**src/rtl/sumator_pkg.sv**
```systemverilog
// Shared types and constants for the sumator_seq sequential adder.
// Holds the FSM state encoding, the slice width and the index-width helper.
package sumator_pkg;

    typedef enum logic [1:0] {
        ST_IDLE = 2'd0,
        ST_RUN  = 2'd1,
        ST_DONE = 2'd2
    } state_e;

    localparam int SLICE_W = 2;

    // Bits needed for the slice index: clog2(width/2), at least 1.
    function automatic int idx_w(input int width);
        int n;
        int r;
        n = width / SLICE_W;
        r = 0;
        while ((1 << r) < n) begin
            r++;
        end
        return (r < 1) ? 1 : r;
    endfunction

endpackage

```
**src/rtl/sumator_slice.sv**
```systemverilog
// Combinational 2-bit adder slice with carry-in, reused every cycle by sumator_seq.
// Ports: a, b (2-bit addends), cin (carry in), s (2-bit sum), cout (carry out).
module sumator_slice
    import sumator_pkg::*;
(
    input  logic [SLICE_W-1:0] a,
    input  logic [SLICE_W-1:0] b,
    input  logic               cin,
    output logic [SLICE_W-1:0] s,
    output logic               cout
);

    assign {cout, s} = {1'b0, a} + {1'b0, b} + {{SLICE_W{1'b0}}, cin};

endmodule

```
**src/rtl/sumator_seq.sv**
```systemverilog
// Sequential WIDTH-bit adder: one shared 2-bit slice, low slice first, WIDTH/2 cycles.
// Ports: clk, rst_n, start/ready handshake, a/b operands, busy, done pulse, y (WIDTH+1 sum).
module sumator_seq
    import sumator_pkg::*;
#(
    parameter int WIDTH = 8
) (
    input  logic             clk,
    input  logic             rst_n,
    input  logic             start,
    input  logic [WIDTH-1:0] a,
    input  logic [WIDTH-1:0] b,
    output logic             ready,
    output logic             busy,
    output logic             done,
    output logic [WIDTH:0]   y
);

    localparam int NSL = WIDTH / SLICE_W;
    localparam int KW  = idx_w(WIDTH);
    localparam logic [KW-1:0] K_LAST = KW'(NSL - 1);

    state_e           state_q, state_d;
    logic [WIDTH-1:0] opa_q, opa_d;
    logic [WIDTH-1:0] opb_q, opb_d;
    logic             carry_q, carry_d;
    logic [KW-1:0]    k_q, k_d;
    logic [WIDTH:0]   y_q, y_d;

    logic [SLICE_W-1:0] sl_a;
    logic [SLICE_W-1:0] sl_b;
    logic [SLICE_W-1:0] sl_s;
    logic               sl_cout;

    // Route the operand bits of the current slice to the shared adder.
    always_comb begin
        sl_a = '0;
        sl_b = '0;
        for (int i = 0; i < NSL; i++) begin
            if (k_q == KW'(i)) begin
                sl_a = opa_q[i*SLICE_W +: SLICE_W];
                sl_b = opb_q[i*SLICE_W +: SLICE_W];
            end
        end
    end

    sumator_slice u_slice (
        .a    (sl_a),
        .b    (sl_b),
        .cin  (carry_q),
        .s    (sl_s),
        .cout (sl_cout)
    );

    always_comb begin
        state_d = state_q;
        opa_d   = opa_q;
        opb_d   = opb_q;
        carry_d = carry_q;
        k_d     = k_q;
        y_d     = y_q;
        case (state_q)
            ST_IDLE: begin
                if (start) begin
                    opa_d   = a;
                    opb_d   = b;
                    carry_d = 1'b0;
                    k_d     = '0;
                    y_d     = '0;
                    state_d = ST_RUN;
                end
            end
            ST_RUN: begin
                // Per-slice write enable: only the current slice of y changes.
                for (int i = 0; i < NSL; i++) begin
                    if (k_q == KW'(i)) begin
                        y_d[i*SLICE_W +: SLICE_W] = sl_s;
                    end
                end
                carry_d = sl_cout;
                if (k_q == K_LAST) begin
                    y_d[WIDTH] = sl_cout;
                    state_d    = ST_DONE;
                end else begin
                    k_d = k_q + KW'(1);
                end
            end
            ST_DONE: begin
                state_d = ST_IDLE;
            end
            default: begin
                state_d = ST_IDLE;
            end
        endcase
    end

    always_ff @(posedge clk or negedge rst_n) begin
        if (!rst_n) begin
            state_q <= ST_IDLE;
            opa_q   <= '0;
            opb_q   <= '0;
            carry_q <= 1'b0;
            k_q     <= '0;
            y_q     <= '0;
        end else begin
            state_q <= state_d;
            opa_q   <= opa_d;
            opb_q   <= opb_d;
            carry_q <= carry_d;
            k_q     <= k_d;
            y_q     <= y_d;
        end
    end

    assign ready = (state_q == ST_IDLE);
    assign busy  = (state_q == ST_RUN) || (state_q == ST_DONE);
    assign done  = (state_q == ST_DONE);
    assign y     = y_q;

endmodule

```
**config.mk**
```make
export PLATFORM = sky130hd
export DESIGN_NAME = sumator_seq
export DESIGN_NICKNAME = d
export VERILOG_FILES = /design/src/rtl/sumator_pkg.sv /design/src/rtl/sumator_slice.sv /design/src/rtl/sumator_seq.sv
export SDC_FILE = /design/constraint.sdc
export NUM_CORES = 1
export LEC_CHECK = 0
export CORE_UTILIZATION = 57
export CTS_BUF_LIST = sky130_fd_sc_hd__clkbuf_8
export DETAILED_ROUTE_END_ITERATION = 10
export PLACE_DENSITY_LB_ADDON = 0.2
export SYNTH_ARGS = -nofsm -noshare
export SYNTH_HDL_FRONTEND = slang
export SYNTH_SLANG_ARGS = --single-unit
```
**constraint.sdc**
```tcl
create_clock -name clk -period 3.8 [get_ports clk]
set_input_delay 0.76 -clock clk [delete_from_list [all_inputs] [get_ports clk]]
set_output_delay 0.76 -clock clk [all_outputs]
set_load 0.05 [all_outputs]
```
==> flow_summary.ini <==
[logic_synthesis]
yosys-top-cells-area = dfrtp_1 (47%), mux2_2 (11%), a22o_1 (7.1%)
yosys.area.top_type = dfrtp_1
avgSynthCellArea_sq_um = 10.5
ys_seq_elements = 30
synthDistinctLibCells = 24
synth_area_sq_um = 1600
syn_nets = 181
synth_commonest_cells = dfrtp_1 (30), inv_1 (18), mux2_2 (16), a22o_1 (13), a21oi_1 (11)
synth_top_area_frac = 0.468
synth_edf_count = 0
synth.most_common_cell = dfrtp_1
ys_warn_count = 0
async_flop_share = 1.00
synthFlopType = dfrtp_1
yosysSeqAreaShare = 0.468
synthCells = 153

[power_and_ir_drop]
clock_power_share = 0.137
power.internal_w = 0.00109
switchingPower_w = 0.000870
p_leak_nw = 0.865
peakVddDrop_v = 0.000763
p_comb_frac = 0.576
pwr-share-seq = 0.287
switching_share = 0.443
total_power_w = 0.00196
power_density_nw_per_um2 = 988

[timing]
skew_ns = 0.00393
rsz0062_at_grt = no
fin_ws_ns = 0.978
setup_tns_ns = 0
min_period_over_period = 0.743
slew_headroom = 0.110
fmaxAchievable_ghz = 0.354
worst_pin_slew_ns = 1.32
hold_viol = 0
setup_viol = 0
period_minus_slack_ns = 2.82
maxSlewViolCount = 0

[layout]
stdcell_count = 212
antenna_cells = 0
fillerInstances = 195
layout.nets = 209
drive_gt1_frac = 0.148
post-route-util = 0.774
syn_to_final_growth_pct = 23.9

[setup_path]
r2r_cells = 11
required_ns = 4.02
crit_type = reg2reg
reg2reg_slack_ns = 0.98
crit_end = y[7]
arrival_ns = 3.04
r2r_end = y[7]
r2r-start = k_q[0]
end_kind = flop
start_kind = flop
critPathMaxFanout = 12
critPathLaunch = k_q[0]

[placed_design]
place_congestion = 0.779
dp.final_hpwl_mm = 2.33
dp_slack_ns = 1.02
io_buffers = 30
dp_cells = 204

[clocking]
cts-htree-levels = 2
cts-root-buf = clkbuf_8
cts_resized = 0
cts_made_buffers = 5
post_cts_buffers = 0
hold_buffers = 0
cts.sinks = 30
cts_buffer_depth = 2
clk_latency_ns = 0.28
path_clk_slew_ns = 0.06
cts_tree = done

[floorplanning]
ios = 31
dieHeight_microns = 55.1
start_util = 0.625
core_sq_um = 2570
dieArea_sq_um = 3030
rows = 18
die_w_microns = 55.1

[route]
via_per_inst = 5.77
dr.first_iter.drc_count = 38
routed_wl_mm = 3.31
ant_nets = 0
vias = 1224
drc = 0
dr.pass1.iters = 4
wl_per_cell_microns = 15.6

[job]
maxCapViolations = 0

[global_route]
grt_pass1_wl_mm = 5.02
grt_pass1_vias = 1143
grt_antenna_before_repair = 0
grt_usage = 0.244
grt_max_degree = 31
grt_remaining_overflow = 0

[worst_hold_path]
min_path_type = reg2reg
holdPathStages = 1

[status]
status = finished clean
==> kinds of logic after synthesis <==
group                    Yosys count  synth area share
AO/OA/AOI/OAI                     44             0.179
flip-flops                        30             0.468
buffers and inverters             28            0.0772
AND/OR/NAND/NOR                   26            0.0835
multiplexers                      16             0.112
adder cells (fa/ha/maj)            9            0.0796
==> power groups by stage <==
stage	logic (W)	registers [W]	clock network (W)
after floorplan	0.000761	0.000649	0
after CTS	0.00113	0.000564	0.000272
after global routing	0.00123	0.000579	0.000286
final	0.00113	0.000564	0.000270
after detailed placement	0.00112	0.000569	0
after global placement	0.00107	0.000558	0
==> worst min-delay path by stage <==
stage          endpoint      from
4_1_cts        opb_q[2]  opb_q[2]
6_report       opb_q[2]  opb_q[2]
3_3_place_gp   opb_q[5]  opb_q[5]
2_1_floorplan   carry_q     rst_n
3_5_place_dp   opb_q[2]  opb_q[2]
5_1_grt        opa_q[0]  opa_q[0]
==> routing by layer <==
layer | vias to the layer above | track usage | routed length [microns] | part of all wire
met3 | 6 | 0.0738 | 168 | 0.051
li1 | 583 | - | - | -
met1 | 599 | 0.287 | 1430 | 0.43
met5 | - | 0 | 0 | 0
met4 | 0 | 0.0875 | 44 | 0.013
met2 | 36 | 0.416 | 1670 | 0.50
==> worst max-delay path: stages (launching register included) <==
cell and delay [ns]:
dfrtp_1 0.43, inv_1 0.09, ha_1 0.37, a21oi_1 0.17, o21ai_0 0.11, a22o_1 0.22
fa_1 0.40, inv_1 0.08, fa_1 0.45, nand2b_1 0.16, o22ai_1 0.13, a22o_1 0.16
==> through the flow <==
| stage | hold slack [ns] | cell area (sq um) |
|---|---|---|
| 3_3_place_gp | 0.494 | 1890 |
| 2_1_floorplan | 0.464 | 1600 |
| 4_1_cts | 0.520 | 1990 |
| 6_report | 0.514 | 1990 |
| 5_1_grt | 0.533 | 1990 |
| 3_5_place_dp | 0.502 | 1890 |
==> cells in the final DEF, fill, tap and decap left out <==
| cell type | count |
|---|---|
| nor2b_1 | 2 |
| a22o_1 | 13 |
| fa_1 | 2 |
| nand4_1 | 1 |
| inv_1 | 18 |
| o211ai_1 | 1 |
| buf_4 | 1 |
| clkinv_2 | 1 |
| o21ai_0 | 8 |
| or2_2 | 1 |
| nand2b_1 | 8 |
| a22oi_1 | 2 |
| dfrtp_1 | 30 |
| nand2_1 | 9 |
| clkdlybuf4s50_1 | 30 |
| mux2_2 | 16 |
| clkinvlp_4 | 1 |
| nor2_1 | 3 |
| ha_1 | 7 |
| and2b_1 | 1 |
| nand2_2 | 1 |
| a21oi_1 | 11 |
| o22ai_1 | 8 |
| a31oi_1 | 1 |
| clkbuf_8 | 6 |
==> state kept, by name, indices dropped and copies added, names as in the netlist <==
signal and count:
carry_q 1, opa_q 8, state_q 2, opb_q 8, y 9, k_q 2
==> cell type report <==
cell class | instances | area (sq um) | share of cell area
Sequential cell | 30 | 751 | 0.378
Multi-Input combinational cell | 95 | 729 | 0.367
Timing Repair Buffer | 31 | 308 | 0.155
Clock buffer | 6 | 82.6 | 0.0415
Inverter | 18 | 67.6 | 0.0340
Tap cell | 30 | 37.5 | 0.0189
Clock inverter | 2 | 12.5 | 0.00629
Power figures use the tool's default switching activity.
